--- config.mk ---
export PLATFORM = sky130hd
export DESIGN_NAME = tagged_dir_dispatcher
export DESIGN_NICKNAME = d
export VERILOG_FILES = /design/src/rtl/tagged_dir_dispatcher.sv
export SDC_FILE = /design/constraint.sdc
export NUM_CORES = 1
export LEC_CHECK = 0
export CORE_MARGIN = 2
export CORE_UTILIZATION = 40
export CTS_CLUSTER_DIAMETER = 30
export DETAILED_ROUTE_END_ITERATION = 10
export PLACE_DENSITY = 0.88
export SETUP_SLACK_MARGIN = 0.15
export SLEW_MARGIN = 15
export SYNTH_ARGS = -nofsm -noshare
export SYNTH_HDL_FRONTEND = slang
export SYNTH_SLANG_ARGS = --single-unit
--- constraint.sdc ---
create_clock -name clk -period 2.2 [get_ports clk]
set_input_delay 0.44 -clock clk [delete_from_list [all_inputs] [get_ports clk]]
set_output_delay 0.44 -clock clk [all_outputs]
set_load 0.1 [all_outputs]
--- src/rtl/tagged_dir_dispatcher.sv ---
// Fetches tagged directions from the ray-generation FIFO and hands each one to an
// intersection unit chosen round-robin, bounding the rays in flight per unit.
`ifndef TAG_SIZE
`define TAG_SIZE 8
`endif

module tagged_dir_dispatcher #(
  parameter int NUM_UNITS       = 4,
  parameter int MAX_OUTSTANDING = 2,
  parameter int TAG_SIZE        = `TAG_SIZE,
  parameter int DIR_BITS        = 24,
  localparam int ENTRY_W        = TAG_SIZE + DIR_BITS,
  localparam int CNT_W          = $clog2(MAX_OUTSTANDING + 1),
  localparam int PTR_W          = $clog2(NUM_UNITS)
) (
  input  logic                       clk,
  input  logic                       reset,
  input  logic                       enable,
  input  logic                       fifo_ready,
  output logic                       fifo_read,
  input  logic                       fifo_valid,
  input  logic [ENTRY_W-1:0]         fifo_dir,
  input  logic [NUM_UNITS-1:0]       unit_ready,
  output logic [NUM_UNITS-1:0]       unit_valid,
  output logic [ENTRY_W-1:0]         unit_dir,
  input  logic [NUM_UNITS-1:0]       unit_done,
  output logic [NUM_UNITS*CNT_W-1:0] outstanding,
  output logic                       idle,
  output logic                       proto_err
);

  typedef enum logic [1:0] {IDLE, FETCH, WAIT, DISPATCH} state_t;

  state_t                 state;
  logic [PTR_W-1:0]       rr_ptr;
  logic [CNT_W-1:0]       cnt [NUM_UNITS];
  logic [NUM_UNITS-1:0]   eligible;
  logic [NUM_UNITS-1:0]   cnt_zero;
  logic [NUM_UNITS-1:0]   grant_vec;
  logic [PTR_W-1:0]       grant_idx;
  logic [PTR_W-1:0]       rr_next;
  logic                   grant_found;
  logic                   dispatching;
  logic                   done_err;

  // A done arriving this cycle frees its slot, so a full unit can still be granted.
  always_comb begin
    eligible = '0;
    cnt_zero = '0;
    for (int i = 0; i < NUM_UNITS; i++) begin
      cnt_zero[i] = (cnt[i] == '0);
      eligible[i] = unit_ready[i] &&
                    ((cnt[i] < CNT_W'(MAX_OUTSTANDING)) || unit_done[i]);
    end
  end

  always_comb begin
    int j;
    grant_found = 1'b0;
    grant_idx   = '0;
    grant_vec   = '0;
    j           = 0;
    for (int k = 0; k < NUM_UNITS; k++) begin
      j = int'(rr_ptr) + k;
      if (j >= NUM_UNITS) j = j - NUM_UNITS;
      if (!grant_found && eligible[j]) begin
        grant_found = 1'b1;
        grant_idx   = PTR_W'(j);
      end
    end
    if (grant_found) grant_vec[grant_idx] = 1'b1;
    rr_next = (grant_idx == PTR_W'(NUM_UNITS - 1)) ? '0 : grant_idx + 1'b1;
  end

  assign dispatching = (state == DISPATCH) && grant_found;
  assign done_err    = |(unit_done & cnt_zero);
  assign idle        = (state == IDLE) && (&cnt_zero);

  for (genvar g = 0; g < NUM_UNITS; g++) begin : g_out
    assign outstanding[g*CNT_W +: CNT_W] = cnt[g];
  end

  // The grant edge also takes the idle decision, so back-to-back rays need no
  // dead cycle and the best-case spacing is three cycles.
  always_ff @(posedge clk or posedge reset) begin
    if (reset) begin
      state      <= IDLE;
      rr_ptr     <= '0;
      fifo_read  <= 1'b0;
      unit_valid <= '0;
      unit_dir   <= '0;
      proto_err  <= 1'b0;
    end else begin
      fifo_read  <= 1'b0;
      unit_valid <= '0;
      if (done_err) proto_err <= 1'b1;
      case (state)
        IDLE: begin
          if (enable && fifo_ready) begin
            state     <= FETCH;
            fifo_read <= 1'b1;
          end
        end
        FETCH: state <= WAIT;
        WAIT: begin
          if (fifo_valid) begin
            unit_dir <= fifo_dir;
            state    <= DISPATCH;
          end else begin
            proto_err <= 1'b1;
            state     <= IDLE;
          end
        end
        DISPATCH: begin
          if (grant_found) begin
            unit_valid <= grant_vec;
            rr_ptr     <= rr_next;
            if (enable && fifo_ready) begin
              state     <= FETCH;
              fifo_read <= 1'b1;
            end else begin
              state <= IDLE;
            end
          end
        end
        default: state <= IDLE;
      endcase
    end
  end

  // Per-unit in-flight counters; they saturate at both ends instead of wrapping.
  always_ff @(posedge clk or posedge reset) begin
    if (reset) begin
      for (int i = 0; i < NUM_UNITS; i++) cnt[i] <= '0;
    end else begin
      for (int i = 0; i < NUM_UNITS; i++) begin
        if (dispatching && grant_vec[i] && !unit_done[i]) begin
          if (cnt[i] < CNT_W'(MAX_OUTSTANDING)) cnt[i] <= cnt[i] + 1'b1;
        end else if (unit_done[i] && !(dispatching && grant_vec[i])) begin
          if (cnt[i] != '0) cnt[i] <= cnt[i] - 1'b1;
        end
      end
    end
  end

endmodule
==> impl_metrics.ini, run 1 <==
[setup_path]
cp_num_buf_inv = 2
crit_top_cell = ha_4
cp_data_arrival_time_ps = 2570
critPathKind = primary input to register
crit_family = compound AO/OA/AOI/OAI gates
critical_path_depth = 12
startpoint_type = primary input
ff2ff_path_depth = 11
critPathSlowestCell = or3_4
cp_data_required_time_ps = 2370
path_cells = dlygate4sd2_1 > inv_2 > a211oi_2 > o21a_1 > or3_4 > ha_4 > and2_4 > ha_4 > nor3_2 > a21oi_1 > nor2b_1 > a221o_1
cp_max_fo = 4
max_stage_delay_ps = 410
end_kind = register

[grt]
grtUsageTotal_pct = 18.7
overflow = 0
antenna_found_initial = 0
grt_max_degree = 51
grt_pass1_wl_mm = 9.67
grt_pass1_vias = 2098

[cells_and_area]
fillers = 440
area_growth_pct = 61.9
drive_gt1_share_pct = 53.0
seq_area_um2 = 1260
design_area_um2 = 3940
antenna_cells = 0
multi_input_area_um2 = 1360
nets = 390

[clock_network]
clkSinkCount = 50
cts_tree = built
cts-buffers-inserted = 5
clkTransAtPathRegs_ps = 90
clk_latency_ps = 290
cts_hold_buffers = 0
htree_levels = 2
cts_root_buffer = clkbuf_8
clock_tree.buffer_depth = 2

[worst_hold_path]
hold_path_depth = 4
hold_path.class = primary input to register

[die]
die_w_um = 82.0
fp-row-count = 28
pin_count = 92
die_y_um = 82.0
core_um2 = 5920
dieArea_um2 = 6730
floorplan.initialDensity_pct = 41.1

[place]
gp_congestion = 0.877
detailed_place.area_um2 = 3590
dp_hpwl_mm = 4.41
pre_cts_ws_ps = -727
io_buffers = 91

[logic_synthesis]
synth-edff-count = 0
yosysSeqAreaShare_pct = 51.4
async_flop_share_pct = 100
synth_fp_nets = 260
synthFlopType = dfrtp_1
synth_area_per_cell_um2 = 12.1
ys.warnings.count = 0
ys_top_cells_by_count = dfrtp_1, mux2_2, ha_1
ys_seq_elements = 50
synthesis.area_um2 = 2440
ys_top_cells_by_area = dfrtp_1, mux2_2, ha_1, a21oi_1, and2_1
yosysTopAreaCellShare_pct = 51.4
synth.distinct_cells = 41
synth_most_common_cell = dfrtp_1
netlist.top_cell.by_area = dfrtp_1
synth_cells = 202

[detailed_routing]
met1Wirelength_mm = 2.43
wl_met2_mm = 3.50
wl_mm = 6.31
antenna_left = 0
route.detailed.drc = 0
via_per_inst = 5.08
drtIter0Drc = 84
top_layer_used = met4
wire_per_inst_um = 15.5
wl_met3_um = 305
vias = 2069
drt_pre_antenna_iters = 4

[sta]
post-route-min-period_ps = 2400
final-setup-viol-count = 5
slew_violations = 0
fmax_mhz = 417
timing.final.crit_share_pct = 109
finalWorstSetupSlack_ps = -196
maxSlewHeadroom_pct = 72.7
hold_viol_final = 0
clock_skew_ps = 11.1
tightest_slew_ps = 410
grt_setup_unrepaired = true

[status]
status = finished, violations left
violations = negative setup slack

[run]
cap_viol_max_count = 0
[placed cells by master, fill, tap and decap left out, types with 3 or more instances in the layout]
cell type,count
a21oi_1,8
a21oi_2,4
and2_1,4
and2_4,4
buf_12,4
buf_4,77
buf_6,3
clkbuf_8,5
clkdlybuf4s50_1,36
dfrtp_1,45
dfrtp_2,5
dlygate4sd2_1,6
ha_2,3
ha_4,8
inv_1,6
inv_2,4
mux2_2,32
nand2_1,7
nand2b_4,3
nor2_1,6
nor2b_1,3
nor3_2,3
o21ai_0,4
o21ai_1,6
[sequential cells by signal, indices dropped and copies added (netlist names)]
register / cells
state: 2
proto_err: 1
outstanding: 8
fifo_read: 1
unit_dir: 32
rr_ptr: 2
unit_valid: 4
[metrics by stage]
| step | setup TNS [ps] | hold WS (ps) | std cells | util (%) |
|---|---|---|---|---|
| 2_1_floorplan | -2390 | 532 | 202 | - |
| 3_3_place_gp | -4470 | 488 | 386 | 60.6 |
| 3_5_place_dp | -5150 | 484 | 386 | 60.6 |
| 4_1_cts | -183 | 493 | 402 | 65.6 |
| 5_1_grt | -723 | 508 | 407 | 66.6 |
| 6_report | -372 | 499 | 407 | 66.6 |
[worst register-to-register path: stages, from the launching register on]
cell      delay [ps]
dfrtp_2          440
nand2b_4          80
a221oi_2          50
o21a_1           200
or3_4            410
ha_4             170
and2_4           130
ha_4             260
nor3_2            40
a21oi_1          150
nor2b_1           70
a221o_1          260
[final cells by class]
type                    instances  share of cell area, %
multi-input cells             137                   34.4
flip-flops and latches         50                   31.9
repair buffers                128                   28.4
well taps                      75                   2.38
clock buffers                   6                   1.84
inverters                      10                  0.952
clock inverters                 1                  0.190
[kinds of logic after synthesis]
group                    count (synthesis)  share of synthesized area [%]
flip-flops                              50                           51.4
XOR/XNOR                                 2                          0.719
buffers and inverters                   15                           2.77
multiplexers                            33                           15.4
adder cells (fa/ha/maj)                 13                           6.68
AND/OR/NAND/NOR                         47                           10.6
AO/OA/AOI/OAI                           42                           12.5
[repair_timing]
action,4_1_cts,5_1_grt
gates resized for setup,49,5
buffers inserted,9,5
endpoints found under the setup margin,9,9
gates cloned,0,0
pin swaps,23,7
[layer usage]
layer / vias up / global-route usage (%)
li1: 981 / -
met1: 1020 / 20.9
met2: 62 / 34.9
met3: 6 / 3.19
met4: 0 / 7.50
met5: - / 0
[final timing paths]
check | startpoint | end | slack, ps
min reg2reg | unit_dir[18]$_DFFE_PP0P_ | unit_dir[18]$_DFFE_PP0P_ | 510
max in group asynchronous | reset | outstanding[7]$_DFFE_PP0P_ | 1450
min | unit_done[1] | proto_err$_DFF_PP0_ | 500
max | unit_done[2] | outstanding[0]$_DFFE_PP0P_ | -200
max reg2reg | outstanding[7]$_DFFE_PP0P_ | outstanding[0]$_DFFE_PP0P_ | -170
min in group asynchronous | reset | unit_dir[5]$_DFFE_PP0P_ | 510
Power of run 1 is not shown: default switching activity piles up to over one toggle a cycle in this logic, so the estimate is an artifact.
==> run 2, diff against run 1 <==
--- a/config.mk
+++ b/config.mk
@@ -5,9 +5,11 @@
 export SDC_FILE = /design/constraint.sdc
 export NUM_CORES = 1
 export LEC_CHECK = 0
+export ABC_CLOCK_PERIOD_IN_PS = 2200
 export CORE_MARGIN = 2
 export CORE_UTILIZATION = 40
 export CTS_CLUSTER_DIAMETER = 30
+export CTS_CLUSTER_SIZE = 12
 export DETAILED_ROUTE_END_ITERATION = 10
 export PLACE_DENSITY = 0.88
 export SETUP_SLACK_MARGIN = 0.15
==> constraint.sdc (replaced) <==
create_clock -name clk -period 2.2 [get_ports clk]
set_input_delay 0.66 -clock clk [delete_from_list [all_inputs] [get_ports clk]]
set_output_delay 0.66 -clock clk [all_outputs]
set_load 0.1 [all_outputs]
==> impl_metrics.ini, run 2 (synthesis gave the netlist of run 1 again) <==
[sta]
hold_slack_ps = 513
post-route-min-period_ps = 2410
clock_skew_ps = 5.42
tightest_slew_ps = 400
maxSlewHeadroom_pct = 73.3
final-setup-viol-count = 8
grt_setup_unrepaired = true
fmax_mhz = 414
timing.final.crit_share_pct = 110
slew_violations = 0
finalWorstSetupSlack_ps = -213
hold_viol_final = 0

[die]
pin_count = 92
die_w_um = 82.0
floorplan.initialDensity_pct = 41.1
die_y_um = 82.0
core_um2 = 5920
fp-row-count = 28
dieArea_um2 = 6730

[cells_and_area]
fillers = 428
final_common_cell = buf_4
final_cell_mix = buf_4, dfrtp_1, clkdlybuf4s50_1
largest_register_ffs = 32
antenna_cells = 0
nets = 389
max_flop_register = unit_dir
drive_gt1_share_pct = 55.4
seq_area_um2 = 1260
multi_input_area_um2 = 1370
finalNonFillerCells = 407
area_growth_pct = 68.4

[setup_path]
cp_data_arrival_time_ps = 2590
cp_max_fo = 3
startpoint_type = primary input
end_kind = register
critPathKind = primary input to register
cp_data_required_time_ps = 2380

[run]
cap_viol_max_count = 0

[detailed_routing]
wire_per_inst_um = 16.7
vias = 2136
antenna_left = 0
wl_mm = 6.81
route.detailed.drc = 0
drtIter0Drc = 107
via_per_inst = 5.25
drt_pre_antenna_iters = 4

[clock_network]
cts_tree = built
cts_hold_buffers = 0
clkTransAtPathRegs_ps = 90
clkSinkCount = 50
cts_root_buffer = clkbuf_8
htree_levels = 2
cts-buffers-inserted = 5
clk_latency_ps = 300
clock_tree.buffer_depth = 2

[place]
dp.cells = 388
io_buffers = 91
dp_hpwl_mm = 4.76
gp_congestion = 0.797

[grt]
grt_pass1_vias = 2196
grtUsageTotal_pct = 20.6
grt_max_degree = 33
antenna_found_initial = 0
grt_pass1_wl_mm = 10.4
overflow = 0

[status]
status = finished, violations left
violations = negative setup slack

[worst_hold_path]
hold_path.class = register to register
-- run 2: area by class of cell --
class | instances | area share (%)
clock buffers | 5 | 1.68
well taps | 75 | 2.29
multi-input cells | 137 | 33.4
clock inverters | 3 | 1.07
flip-flops and latches | 50 | 30.7
inverters | 10 | 0.976
repair buffers | 127 | 29.8
-- run 2: repair_timing --
action | 4_1_cts | 5_1_grt
setup endpoints to repair | 12 | 10
pin swaps | 22 | 8
hold endpoints to repair | 0 | 0
buffers inserted | 9 | 2
resized for setup | 77 | 8
-- run 2: metal layers --
| layer | global-route usage (%) | part of all wire [%] | up-vias |
|---|---|---|---|
| met5 | 0 | 0 | - |
| met2 | 38.8 | 54 | 91 |
| li1 | - | - | 982 |
| met3 | 3.63 | 5.7 | 23 |
| met1 | 22.4 | 37 | 1040 |
| met4 | 9.17 | 3.7 | 0 |
-- run 2: worst paths after layout --
check | start | end | slack (ps) | cells after the start
max | unit_done[1] | outstanding[0]$_DFFE_PP0P_ | -210 | 12
max in group asynchronous | reset | outstanding[4]$_DFFE_PP0P_ | 1000 | 3
min | unit_dir[24]$_DFFE_PP0P_ | unit_dir[24]$_DFFE_PP0P_ | 510 | 1
max reg2reg | outstanding[1]$_DFFE_PP0P_ | outstanding[6]$_DFFE_PP0P_ | -190 | 12
min in group asynchronous | reset | unit_dir[28]$_DFFE_PP0P_ | 670 | 2
min reg2reg | unit_dir[24]$_DFFE_PP0P_ | unit_dir[24]$_DFFE_PP0P_ | 510 | 1
-- run 2: worst max-delay path: stages --
cell	delay [ps]
buf_6	70
nand2b_4	130
a221o_1	210
a21oi_4	80
or3_4	410
ha_4	170
and2_4	140
ha_4	280
nor3_4	40
a21oi_2	100
nor2b_1	50
a221o_1	260
-- run 2: through the flow --
stage	setup TNS, ps	area (µm²)	util (%)	setup WS (ps)
after floorplan	-2340	2520	-	-370
after detailed placement	-7940	3720	62.8	-990
final	-1220	4100	69.3	-213
after global routing	-2000	4100	69.3	-297
after CTS	-626	4040	68.3	-161
after global placement	-7010	3720	62.8	-870
Power of run 2 is left out for the same reason.
==> run 3, diff against run 2 <==
--- a/config.mk
+++ b/config.mk
@@ -6,6 +6,7 @@
 export NUM_CORES = 1
 export LEC_CHECK = 0
 export ABC_CLOCK_PERIOD_IN_PS = 2200
+export CAP_MARGIN = 0
 export CORE_MARGIN = 2
 export CORE_UTILIZATION = 40
 export CTS_CLUSTER_DIAMETER = 30
==> results of run 3 <==
Final layout, timing and power as in run 2 (identical DEF).
Power of run 3 is left out for the same reason.
